==> src/rtl/lsu_handshake.sv <==
// Load/store unit driving a req/gnt/rvalid data-memory bus, with lane alignment and load extension.
// Define LSU_TIMEOUT_EN to fault accesses that wait TIMEOUT_CYCLES for gnt or rvalid.
module lsu_handshake #(
  parameter int DATA_WIDTH     = 32,
  parameter int ADDR_WIDTH     = 32,
  parameter int TIMEOUT_CYCLES = 255
) (
  input  logic                    clk,
  input  logic                    rst_n,
  input  logic                    req_valid_i,
  output logic                    req_ready_o,
  input  logic [3:0]              mem_op_i,
  input  logic [ADDR_WIDTH-1:0]   addr_i,
  input  logic [DATA_WIDTH-1:0]   wdata_i,
  input  logic [4:0]              rd_i,
  output logic                    stall_o,
  output logic                    resp_valid_o,
  output logic [DATA_WIDTH-1:0]   rdata_o,
  output logic [4:0]              rd_o,
  output logic                    load_err_o,
  output logic                    store_err_o,
  output logic [ADDR_WIDTH-1:0]   err_addr_o,
  output logic                    dmem_req_o,
  output logic                    dmem_we_o,
  output logic [ADDR_WIDTH-1:0]   dmem_addr_o,
  output logic [DATA_WIDTH/8-1:0] dmem_be_o,
  output logic [DATA_WIDTH-1:0]   dmem_wdata_o,
  input  logic                    dmem_gnt_i,
  input  logic                    dmem_rvalid_i,
  input  logic [DATA_WIDTH-1:0]   dmem_rdata_i
);

  localparam int NB     = DATA_WIDTH / 8;
  localparam int LANE_W = $clog2(NB);

  localparam logic [3:0] OP_LB = 4'd1, OP_LH = 4'd2, OP_LW = 4'd3, OP_LBU = 4'd4,
                         OP_LHU = 4'd5, OP_LWU = 4'd6, OP_LD = 4'd7, OP_SB = 4'd8,
                         OP_SH = 4'd9, OP_SW = 4'd10, OP_SD = 4'd11;

  typedef enum logic [1:0] {IDLE, REQ, WAIT, RESP} state_t;

  // Access size in bytes; 0 marks NONE and ops reserved for this data width.
  function automatic logic [3:0] op_bytes(input logic [3:0] op);
    logic [3:0] n;
    case (op)
      OP_LB, OP_LBU, OP_SB:  n = 4'd1;
      OP_LH, OP_LHU, OP_SH:  n = 4'd2;
      OP_LW, OP_SW:          n = 4'd4;
      OP_LWU:                n = (DATA_WIDTH == 64) ? 4'd4 : 4'd0;
      OP_LD, OP_SD:          n = (DATA_WIDTH == 64) ? 4'd8 : 4'd0;
      default:               n = 4'd0;
    endcase
    return n;
  endfunction

  function automatic logic is_store(input logic [3:0] op);
    return (op == OP_SB) || (op == OP_SH) || (op == OP_SW) || (op == OP_SD);
  endfunction

  function automatic logic is_signed_load(input logic [3:0] op);
    return (op == OP_LB) || (op == OP_LH) || (op == OP_LW);
  endfunction

  function automatic logic is_aligned(input logic [3:0] nbytes, input logic [2:0] lo);
    logic [3:0] m;
    m = nbytes - 4'd1;
    return (lo & m[2:0]) == 3'd0;
  endfunction

  function automatic logic [NB-1:0] build_be(input logic [3:0] nbytes, input logic [LANE_W-1:0] lane);
    logic [NB-1:0] be;
    for (int i = 0; i < NB; i++)
      be[i] = (i >= int'(lane)) && (i < int'(lane) + int'(nbytes));
    return be;
  endfunction

  // Shift the addressed bytes down to bit 0, then sign- or zero-extend above the access size.
  function automatic logic signed [DATA_WIDTH-1:0] load_align(input logic [3:0] nbytes, input logic sgn,
                                                              input logic [DATA_WIDTH-1:0] data,
                                                              input logic [LANE_W-1:0] lane);
    logic [DATA_WIDTH-1:0] sh;
    logic signed [DATA_WIDTH-1:0] res;
    int nbits;
    sh = data >> {lane, 3'b000};
    nbits = int'(nbytes) * 8;
    if (nbits == 0 || nbits > DATA_WIDTH) nbits = DATA_WIDTH;
    for (int i = 0; i < DATA_WIDTH; i++)
      res[i] = (i < nbits) ? sh[i] : (sgn & sh[nbits-1]);
    return res;
  endfunction

  state_t                       state, state_nxt;
  logic [3:0]                   op_q;
  logic [ADDR_WIDTH-1:0]        addr_q;
  logic [DATA_WIDTH-1:0]        wdata_q;
  logic [4:0]                   rd_q;
  logic signed [DATA_WIDTH-1:0] rdata_q;
  logic                         err_q;
  logic [3:0]                   req_bytes;
  logic [LANE_W-1:0]            lane;
  logic                         ok_align, accept, beat, fault;

  assign req_bytes = op_bytes(mem_op_i);
  assign ok_align  = is_aligned(req_bytes, addr_i[2:0]);
  assign accept    = (state == IDLE) && req_valid_i && (req_bytes != 4'd0);
  assign beat      = (((state == REQ) && dmem_gnt_i) || (state == WAIT)) && dmem_rvalid_i;
  assign lane      = addr_q[LANE_W-1:0];

`ifdef LSU_TIMEOUT_EN
  localparam int CNT_W = ($clog2(TIMEOUT_CYCLES + 1) > 8) ? $clog2(TIMEOUT_CYCLES + 1) : 8;
  logic [CNT_W-1:0] wait_cnt;

  always_ff @(posedge clk or negedge rst_n) begin
    if (!rst_n)                              wait_cnt <= '0;
    else if (state_nxt != state)             wait_cnt <= '0;
    else if (state == REQ || state == WAIT)  wait_cnt <= wait_cnt + 1'b1;
  end

  // A grant or beat arriving in the final cycle still wins over the timeout.
  assign fault = ((state == REQ && !dmem_gnt_i) || (state == WAIT && !dmem_rvalid_i)) &&
                 (wait_cnt == CNT_W'(TIMEOUT_CYCLES - 1));
`else
  logic unused_timeout;
  assign unused_timeout = (TIMEOUT_CYCLES != 0);
  assign fault = 1'b0;
`endif

  always_ff @(posedge clk or negedge rst_n) begin
    if (!rst_n) begin
      state <= IDLE;
      err_q <= 1'b0;
    end else begin
      state <= state_nxt;
      if (accept)     err_q <= !ok_align;
      else if (fault) err_q <= 1'b1;
    end
  end

  // Capture stage: op fields on accept, extended load data on the read beat.
  always_ff @(posedge clk) begin
    if (accept) begin
      op_q    <= mem_op_i;
      addr_q  <= addr_i;
      wdata_q <= wdata_i;
      rd_q    <= rd_i;
      rdata_q <= '0;
    end else if (beat && !is_store(op_q)) begin
      rdata_q <= load_align(op_bytes(op_q), is_signed_load(op_q), dmem_rdata_i, lane);
    end
  end

  always_comb begin
    state_nxt    = state;
    req_ready_o  = 1'b0;
    stall_o      = 1'b1;
    dmem_req_o   = 1'b0;
    dmem_we_o    = 1'b0;
    dmem_addr_o  = '0;
    dmem_be_o    = '0;
    dmem_wdata_o = '0;
    resp_valid_o = 1'b0;
    rdata_o      = '0;
    rd_o         = '0;
    load_err_o   = 1'b0;
    store_err_o  = 1'b0;
    err_addr_o   = '0;
    case (state)
      IDLE: begin
        req_ready_o = 1'b1;
        stall_o     = 1'b0;
        if (accept) state_nxt = ok_align ? REQ : RESP;
      end
      REQ: begin
        dmem_req_o   = 1'b1;
        dmem_we_o    = is_store(op_q);
        dmem_addr_o  = {addr_q[ADDR_WIDTH-1:LANE_W], {LANE_W{1'b0}}};
        dmem_be_o    = build_be(op_bytes(op_q), lane);
        dmem_wdata_o = wdata_q << {lane, 3'b000};
        if (dmem_gnt_i) state_nxt = dmem_rvalid_i ? RESP : WAIT;
        else if (fault) state_nxt = RESP;
      end
      WAIT: begin
        if (dmem_rvalid_i || fault) state_nxt = RESP;
      end
      RESP: begin
        resp_valid_o = 1'b1;
        rdata_o      = rdata_q;
        rd_o         = rd_q;
        load_err_o   = err_q && !is_store(op_q);
        store_err_o  = err_q && is_store(op_q);
        err_addr_o   = err_q ? addr_q : '0;
        state_nxt    = IDLE;
      end
      default: state_nxt = IDLE;
    endcase
  end

endmodule

==> config.mk <==
export PLATFORM = sky130hd
export DESIGN_NAME = lsu_handshake
export DESIGN_NICKNAME = d
export VERILOG_FILES = /design/src/rtl/lsu_handshake.sv
export SDC_FILE = /design/constraint.sdc
export NUM_CORES = 1
export LEC_CHECK = 0
export CORE_ASPECT_RATIO = 0.9
export CORE_UTILIZATION = 45
export CTS_CLUSTER_DIAMETER = 100
export DETAILED_ROUTE_END_ITERATION = 10
export PLACE_DENSITY = 0.84
export SETUP_SLACK_MARGIN = 0.2
export SYNTH_ARGS = -nofsm -noshare
export SYNTH_HDL_FRONTEND = slang
export SYNTH_SLANG_ARGS = --single-unit
export TNS_END_PERCENT = 5
==> constraint.sdc <==
create_clock -name clk -period 6.6 [get_ports clk]
set_input_delay 1.65 -clock clk [delete_from_list [all_inputs] [get_ports clk]]
set_output_delay 1.65 -clock clk [all_outputs]
set_load 0.05 [all_outputs]
==> After elaboration in Yosys (flattened, before gate mapping) <==
Memories as Yosys holds them, arrays and structs flattened. A register that Yosys moved wholly into a read port is not among the register bits.
Index checks and enable logic that the tools add are counted.
{ "totals": {"reg_bits": 108, "latch_bits": 0, "ramBits": 0, "rom_bits": 144, "in_bits": 110, "out_inout_bits": 144, "elab_cells": 158, "mem_count": 3} }
{ "mem_list": {"columns": ["name", "depth", "width", "rd", "rd_ports_with_merged_regs", "write_ports", "line_no", "rtl"], "rows": [
  ["(name not given)", 16, 3, 1, 1, 0, "45", "case (op)"],
  ["(name not given)", 16, 3, 1, 1, 0, "45", null],
  ["(name not given)", 16, 3, 1, 0, 0, "45", null]
]} }
{ "op_classes": {"addsub": 3, "mul": 0, "div_mod_pow": 0, "magnitude_cmp": 41, "eq_ne": 13, "shift": 2, "muxes": 63, "bitwise": 2, "reduce_logical": 24} }
{ "op_table": {"columns": ["operator", "count"], "rows": [
  ["$lt 6x32->1 const A", 16],
  ["$lt 5x32->1 const A", 8],
  ["$mux 32", 7],
  ["$lt 4x32->1 const A", 4],
  ["$lt 3x32->1 const A", 3],
  ["$lt 1x32->1 const A", 2],
  ["$lt 2x32->1 const A", 2],
  ["$mux 1", 42],
  ["$logic_not 32->1", 1],
  ["$lt 32x7->1 const B", 1],
  ["$shl 32x5->32", 1],
  ["$shr 32x5->32", 1],
  ["$sub 32x2->32 const B", 1],
  ["$mux 4", 6],
  ["$eq 4x4->1 const B", 4],
  ["$logic_and 1x1->1", 10],
  ["$eq 4x2->1 const B", 2],
  ["$mux 2", 4],
  ["$pmux 2 s4", 1],
  ["$gt 7x6->1 const B", 1],
  ["$logic_or 1x1->1", 7],
  ["$mux 7", 1],
  ["$ne 2x2->1 const B", 3],
  ["$add 2x4->5", 1],
  ["16 further kinds", 19]
]} }

==> Longest topological paths before layout <==
Gate-level depths: netlist of the first run.
{ "depth": {"ltp_word": 19, "ltp_mapped": 14, "depth_no_buf": 11} }

==> Worst setup path after synthesis of the first run <==
Ideal clock, no wire load.
{ "synth_timing": {"path_type": "input to register", "from": "input port mem_op_i[3]", "to": "register rdata_q[10]", "setup_ns": 0.117, "arrival_ns": 4.469, "required_time_ns": 6.483, "slack_ns": 2.014, "path_stages": 12, "n_path_buf": 3, "path_cell_list": "buf_6 > xnor2_2 > nor2_1 > o21bai_1 > ha_1 > nand3b_1 > o21a_1 > buf_6 > inv_2 > buf_2 > nor2_1 > a22o_1"} }
{ "synth_between": {"elab_chain_cells": 3} }
{ "synth_lines": {"columns": ["element", "line_no", "rtl"], "rows": [
  ["start: declaration", "12", "input logic [3:0] mem_op_i,"],
  ["$mem_v2 16x3", null, null],
  ["$reduce_bool 4->1", "105", "assign accept = (state == IDLE) && req_valid_i && (req_bytes != 4'd0);"],
  ["$logic_and 1x1->1", "105", null],
  ["end signal: assignment", "148", "rdata_q <= load_align(op_bytes(op_q), is_signed_load(op_q), dmem_rdata_i, lane);"],
  ["end: declaration", "97", "logic signed [DATA_WIDTH-1:0] rdata_q;"]
]} }
Every way passes these cells.
A chain may end at the register's enable or synchronous reset.

==> Worst setup path in the final report of the first run <==
{ "layout_timing": {"from": "register state[1]", "to": "output port dmem_wdata_o[0]"} }
{ "layout_between": {"elab_chain_cells": 2} }
{ "layout_lines": {"columns": ["element", "line_no", "rtl"], "rows": [
  ["start: declaration", "92", "state_t state, state_nxt;"],
  ["start signal: assignment", "133", "state <= state_nxt;"],
  ["$eq 2x1->1", "167", "case (state)"],
  ["$mux 32", "167", null],
  ["end: declaration", "27", "output logic [DATA_WIDTH-1:0] dmem_wdata_o,"]
]} }
Every way passes these cells.

==> summary.md, run 1 <==
| Metric | Value |
|---|---|
| Vias in the first global route | `approximately 5,300` |
| Final WL | `roughly 19,000 um` |
| Port Buf Inserts | `between 200 and 300` |
| Setup TNS | `0 ns` |
| ANT cells | `0` |
| DP Area | `8690 um^2` |
| Max-slew headroom | `24.1%` |
| Remaining Overflow, GRT | `0` |
| Startpoint types | `flip-flop` |
| Total Nets Final | `932` |
| Clk sinks | `111` |
| Yosys reg bits | `111` |
| Vias/cell | `roughly 5.5` |
| Die ar. | `about 14,000 um^2` |
| # Max-Cap Violations | `0` |
| DRC errors left | `22` |
| Mean Syn Cell Area | `10.4 um^2` |
| Hold Crit Depth | `1` |
| Seq/Total Area, Yosys | `between 40% and 50%` |
| Reg2Reg Depth | `9` |
| P per Cell Area | `420 nW/um^2` |
| Area leader, netlist | `edfxtp_1` |
| Synth warn | `0` |
| Critical Path AT | `4.08 ns` |
| Clock latency on the worst-skew pair | `0.37 ns` |
| Skew final | `0.00786 ns` |
| Router iterations before antenna repair | `8` |
| Number of synthesized flops with an enable pin | `73` |
| Post-CTS setup buffers | `0` |
| Starting Density | `46.0%` |
| Clock transition at path regs | `0.08 ns` |
| Pre-CTS setup slack | `1.18 ns` |
| First-pass GRT wire length | `29,100 um` |
| Final ANT Viol Nets | `0` |
| Crit end category | `primary output` |
| Hold Fails Final Rpt | `0` |
| Final HPWL DP | `13,600 um` |
| Area delta synth->final | `46.6%` |
| Die width | `125 um` |
| CP Class | `flip-flop to primary output` |
| Row count | `40` |
| Final GP Congestion | `0.880` |
| Ys flop type | `edfxtp_1` |
| Max Used Layer | `met4` |
| Slew Viols, Final | `0` |
| Hold Crit Class | `flip-flop to flip-flop` |
| Hold-fix buffers at CTS | `0` |
| Ports | `254` |
| CTS tree | `built` |
| Crit path time final | `5.73 ns` |
| CTS max path bufs | `2` |
| Post-Syn Area | `6120 um^2` |
| Hold EP | `rdata_q[10]$_SDFFE_PN0P_` |
| CTS Buf Count | `9` |
| WL/cell | `19.1 um` |
| Violated checks | `design-rule violations` |
| Die Span Y | `113 um` |
| Leak pwr | `between 3 and 4 nW` |
| Final worst setup slack | `0.870 ns` |
| Met3 wire length | `1030 um` |
| DRT iter0 DRCs | `441` |
| R2R Setup Slk | `about 3.6 ns` |
| Min-delay src | `rdata_q[10]$_SDFFE_PN0P_` |
| Slew @ Worst Pin | `between 1 and 1.5 ns` |
| Gates resized, CTS repair | `0` |
| Final setup violation count | `0` |
| Yosys top cell area share | `35.8%` |
| Worst R2R Start | `state[1]$_DFFE_PN0P_` |
| Initial antenna violation count | `0` |
| Total number of vias | `5,388` |
| Slowest stage delay, CP | `about 0.85 ns` |
| Crit-path max FO | `36` |
| DRT met1 WL | `7740 um` |
| Core box area | `13,300 um^2` |
| FFs w/ async S/R, synth | `2.70%` |
| Largest net degree at the start of global routing | `72` |
| Largest cells by area after synthesis | `edfxtp_1 (36%), dfxtp_1 (11%), and2_1 (7.8%)` |
| Final Cycle Share | `86.8%` |
| Req. time, crit path | `a little under 5 ns` |
| Met2 wire length | `about 9700 um` |
| Crit-path cells | `inv_1, ha_1, nand2_1, nor2_1, and2_1, clkdlybuf4s50_1` |
| Share of cells above drive strength 1 | `6.37%` |
| Status | `finished with violations` |
| Root buffer cell | `clkbuf_16` |
| Slowest cell on the critical path | `ha_1` |
| RSZ-0062 raised after global routing | `no` |
| Peak Freq | `175 MHz` |
| Maximum VDD drop | `between 200 and 250 uV` |
| Post-synthesis cell count | `586` |
| Count of distinct cell types in the synthesized netlist | `slightly above 60` |
| GR Util All Layers | `26.7%` |
| H-Tree Depth | `3` |
| Post-route cell area | `8980 um^2` |
## worst max-delay path: cells and delay by family (launching register included)
kind | cells | cell delay (ns)
and+or+nand+nor | 3 | 1.50
buffers and inverters | 2 | 0.92
adders and majority gates | 1 | 0.85
DFF | 1 | 0.43
## Yosys cell counts (all sizes together), types with 15 or more instances
cell	n
and2	76
edfxtp	73
nor2	49
dfxtp	35
and3	33
mux2i	33
a211oi	32
nand2	29
clkbuf	25
a21oi	23
buf	20
nor2b	18
o221a	16
inv	15
## metal layers
metal	track usage, %	vias up
met2	46.2	201
met5	0	-
li1	-	2567
met3	6.39	16
met1	33.2	2604
met4	7.89	0
## registers in the layout, indices dropped and copies added (netlist names), named ones only
signal   flops
rdata_q     32
wdata_q     32
state        2
addr_q      32
err_q        1
op_q         4
rd_q         5
## per-stage QoR
| step | instances | hold slack (ns) | utilization [%] | total power, mW |
|---|---|---|---|---|
| after global routing | 984 | 0.496 | 67.5 | 3.93 |
| after detailed placement | 968 | 0.462 | 65.3 | 3.24 |
| after global placement | 968 | 0.454 | 65.3 | 3.19 |
| after CTS | 984 | 0.481 | 67.5 | 3.79 |
| after floorplan | 587 | 0.434 | - | 2.51 |
| final | 984 | 0.478 | 67.5 | 3.78 |
## placed cells by master (no fill, tap or decap), types with 3 or more instances in the layout
cell type and count:
nand4_1 3, o211ai_1 9, nand2b_1 7, dfrtp_1 3
o21ai_0 12, clkdlybuf4s50_1 251, o221a_1 16, nand2_1 29
a211oi_1 32, edfxtp_1 73, mux2_4 3, a22o_1 8
nor2b_1 18, inv_1 9, dfxtp_1 35, and2_1 76
clkinv_4 4, ha_1 9, and3_1 33, mux2i_1 33
nand3b_1 3, a21oi_2 10, buf_4 7, a21oi_1 13
a31oi_1 3, clkbuf_16 9, nand3_1 4, inv_2 5
nor2_1 49, nor3_1 4
## kinds of logic after synthesis
family                   Yosys count  synth area share (%)
AND/OR/NAND/NOR                  241                  22.0
AO/OA/AOI/OAI                    119                  15.0
other                              1                0.0612
XOR/XNOR                           5                 0.838
multiplexers                      38                  6.68
flip-flops                       111                  48.5
buffers and inverters             60                  4.52
adder cells (fa/ha/maj)           11                  2.37
## worst max path at each step
stage,start,endpoint,cells past startpoint
global route,state[1]$_DFFE_PN0P_,dmem_wdata_o[0],6
detailed placement,mem_op_i[3],flip-flop,12
finish,state[1]$_DFFE_PN0P_,dmem_wdata_o[0],6
CTS,state[1]$_DFFE_PN0P_,dmem_wdata_o[0],6
floorplan,mem_op_i[3],rdata_q[10]$_SDFFE_PN0P_,12
global placement,mem_op_i[3],flip-flop,12
## final cells by class
class / count / area (um^2)
clock inverter: 7 / 63.8
inverter: 15 / 57.6
multi-input combinational: 416 / 2890
tap: 168 / 210
fill: 1026 / 4330
sequential: 111 / 2970
timing repair buffer: 258 / 2560
clock buffer: 9 / 225
## where the power goes
group | switching (mW) | internal (mW) | leakage (nW) | total [mW]
Combinational | 1.45 | 0.769 | 2.22 | 2.22
Sequential | 0.105 | 0.904 | 0.989 | 1.01
Clock | 0.279 | 0.265 | 0.142 | 0.544
Total | 1.84 | 1.94 | 3.35 | 3.78
No activity file was read; power rests on OpenSTA's default activity.
==> run 2, diff against run 1 <==
--- a/config.mk
+++ b/config.mk
@@ -9,6 +9,7 @@
 export CORE_UTILIZATION = 45
 export CTS_CLUSTER_DIAMETER = 100
 export DETAILED_ROUTE_END_ITERATION = 10
+export GPL_TIMING_DRIVEN = 0
 export PLACE_DENSITY = 0.84
 export SETUP_SLACK_MARGIN = 0.2
 export SYNTH_ARGS = -nofsm -noshare
==> run 2 against run 1 <==
The run still ends with design-rule violations left. Die area did not move. Flip-flop and latch count unchanged. Maximum frequency is 14% higher. Sequential power barely moved. Critical endpoint unchanged. Clock skew up 0.0053 ns. Critical path type unchanged.
==> summary.md, run 2 (synthesized netlist as in run 1, its figures left out) <==
| Metric | Value |
|---|---|
| Status | `finished with violations` |
| Violated checks | `design-rule violations` |
| R2R Setup Slk | `3.70 ns` |
| Reg2Reg Depth | `8` |
| Clk sinks | `111` |
| Final worst setup slack | `roughly 1.6 ns` |
| DRC errors left | `22` |
| Post-CTS setup buffers | `0` |
| Row count | `40` |
| Router iterations before antenna repair | `8` |
| Crit-path cells | `inv_1, ha_1, clkbuf_1, nand2_1, nor2_1, and2_1, clkdlybuf4s50_1` |
| Total number of vias | `5,644` |
| Slowest cell on the critical path | `clkdlybuf4s50_1` |
| Starting Density | `between 40% and 50%` |
| Crit-path max FO | `10` |
| CTS Buf Count | `9` |
| WP buf/inv | `3` |
| Skew final | `0.0131 ns` |
| Startpoint types | `flip-flop` |
| Ports | `254` |
| ANT cells | `0` |
| Hold-fix buffers at CTS | `0` |
| Core box area | `13,300 um^2` |
| CTS tree | `built` |
| Share of cells above drive strength 1 | `7.13%` |
| Most frequent cells in the layout | `clkdlybuf4s50_1 (251), and2_1 (76), edfxtp_1 (73), nor2_1 (49), dfxtp_1 (35)` |
| Remaining Overflow, GRT | `0` |
| Crit end category | `primary output` |
| GR Util All Layers | `27.0%` |
| Final hold slack | `0.478 ns` |
| Slew @ Worst Pin | `0.902 ns` |
| Hold Crit Class | `flip-flop to flip-flop` |
| Final Cycle Share | `76.5%` |
| # Max-Cap Violations | `0` |
| Final setup violation count | `0` |
| Non-filler instance count after layout | `a little over 1,000` |
| Crit path time final | `5.05 ns` |
| Vias/cell | `5.52` |
| CTS max path bufs | `2` |
| Commonest non-fill, non-tap cell in the layout | `clkdlybuf4s50_1` |
| Multi-input combinational cell area | `just under 3000 um^2` |
| Largest delay share family, worst path | `buffers and inverters` |
| RSZ-0062 raised after global routing | `no` |
| Maximum VDD drop | `about 190 uV` |
| Utilization after layout | `69.0%` |
| Final HPWL DP | `14,700 um` |
| Pwr Total | `around 3.9 mW` |
| Initial antenna violation count | `0` |
| Hold Fails Final Rpt | `0` |
| Leak pwr | `around 3.5 nW` |
| Post-route cell area | `9190 um^2` |
| Register area | `2970 um^2` |
| Root buffer cell | `clkbuf_16` |
| Peak Freq | `198 MHz` |
| Final GP Congestion | `0.923` |
| Reg2reg end | `rdata_q[14]$_SDFFE_PN0P_` |
| Die Span Y | `113 um` |
| Registers with the most flip-flops | `addr_q (32), rdata_q (32), wdata_q (32)` |
| Gates resized, CTS repair | `0` |
| First-pass GRT wire length | `29,500 um` |
| Total Nets Final | `971` |
| Critical Path AT | `~3.4 ns` |
| Max-slew headroom | `39.4%` |
| H-Tree Depth | `3` |
| Clock transition at path regs | `0.08 ns` |
| Slowest stage delay, CP | `about 0.81 ns` |
| Crit path depth | `7` |
| Slew Viols, Final | `0` |
| Port Buf Inserts | `251` |
| Largest net degree at the start of global routing | `55` |
| Inst Count DP | `slightly above 1,000` |
| Area delta synth->final | `50.1%` |
| Vias in the first global route | `5,582` |
| Setup TNS | `0 ns` |
| DP Area | `8880 um^2` |
| Final ANT Viol Nets | `0` |
| WL/cell | `18.8 um` |
| Pre-CTS setup slack | `1.59 ns` |
| Die width | `~120 um` |
| CP startpoint | `state[1]$_DFFE_PN0P_` |
| Req. time, crit path | `4.95 ns` |
| Clock latency on the worst-skew pair | `0.37 ns` |
| CP Capture Point | `dmem_wdata_o[0]` |
| Number of fill cells | `just over 1,000` |
| P per Cell Area | `421 nW/um^2` |
| Final WL | `19,200 um` |
| CP Class | `flip-flop to primary output` |
| Die ar. | `about 14,000 um^2` |
| DRT iter0 DRCs | `roughly 400` |
## run 2: area by class of cell
cell class	instances	area share, %
sequential	111	32.3
multi-input combinational	416	31.4
timing repair buffer	252	27.6
clock buffer	9	2.45
buffer	45	2.42
tap	168	2.29
clock inverter	7	0.939
inverter	15	0.613
## run 2: layer usage
| metal | vias to the layer above | global-route usage (%) | share of wire (%) |
|---|---|---|---|
| met4 | 0 | 8.78 | 1.7 |
| met2 | 240 | 47.6 | 51 |
| met5 | - | 0 | 0 |
| li1 | 2646 | - | - |
| met1 | 2729 | 33.3 | 42 |
| met3 | 29 | 5.43 | 5.5 |
## run 2: worst register-to-register path, cell delays in order, from the launching register on
cell and delay (ns):
dfxtp_1 0.35, or2_1 0.26, ha_1 0.31, nand2b_1 0.20
ha_1 0.34, nor4_1 0.59, a31oi_1 0.22, a21oi_2 0.38
a22o_1 0.21
## run 2: how the worst min path moves through the flow
stage / endpoint / slack (ns) / startpoint / cells after the start
after detailed placement: rdata_q[10]$_SDFFE_PN0P_ / 0.46 / rdata_q[10]$_SDFFE_PN0P_ / 1
after floorplan: rdata_q[14]$_SDFFE_PN0P_ / 0.43 / rdata_q[14]$_SDFFE_PN0P_ / 1
final: rdata_q[10]$_SDFFE_PN0P_ / 0.48 / rdata_q[10]$_SDFFE_PN0P_ / 1
after CTS: rdata_q[10]$_SDFFE_PN0P_ / 0.48 / rdata_q[10]$_SDFFE_PN0P_ / 1
after global routing: rdata_q[13]$_SDFFE_PN0P_ / 0.52 / rdata_q[13]$_SDFFE_PN0P_ / 1
after global placement: rdata_q[8]$_SDFFE_PN0P_ / 0.46 / rdata_q[8]$_SDFFE_PN0P_ / 1
## run 2: power by group
part | internal [mW] | switching, mW
Combinational | 0.793 | 1.51
Sequential | 0.904 | 0.0813
Clock | 0.304 | 0.275
Total | 2.00 | 1.87
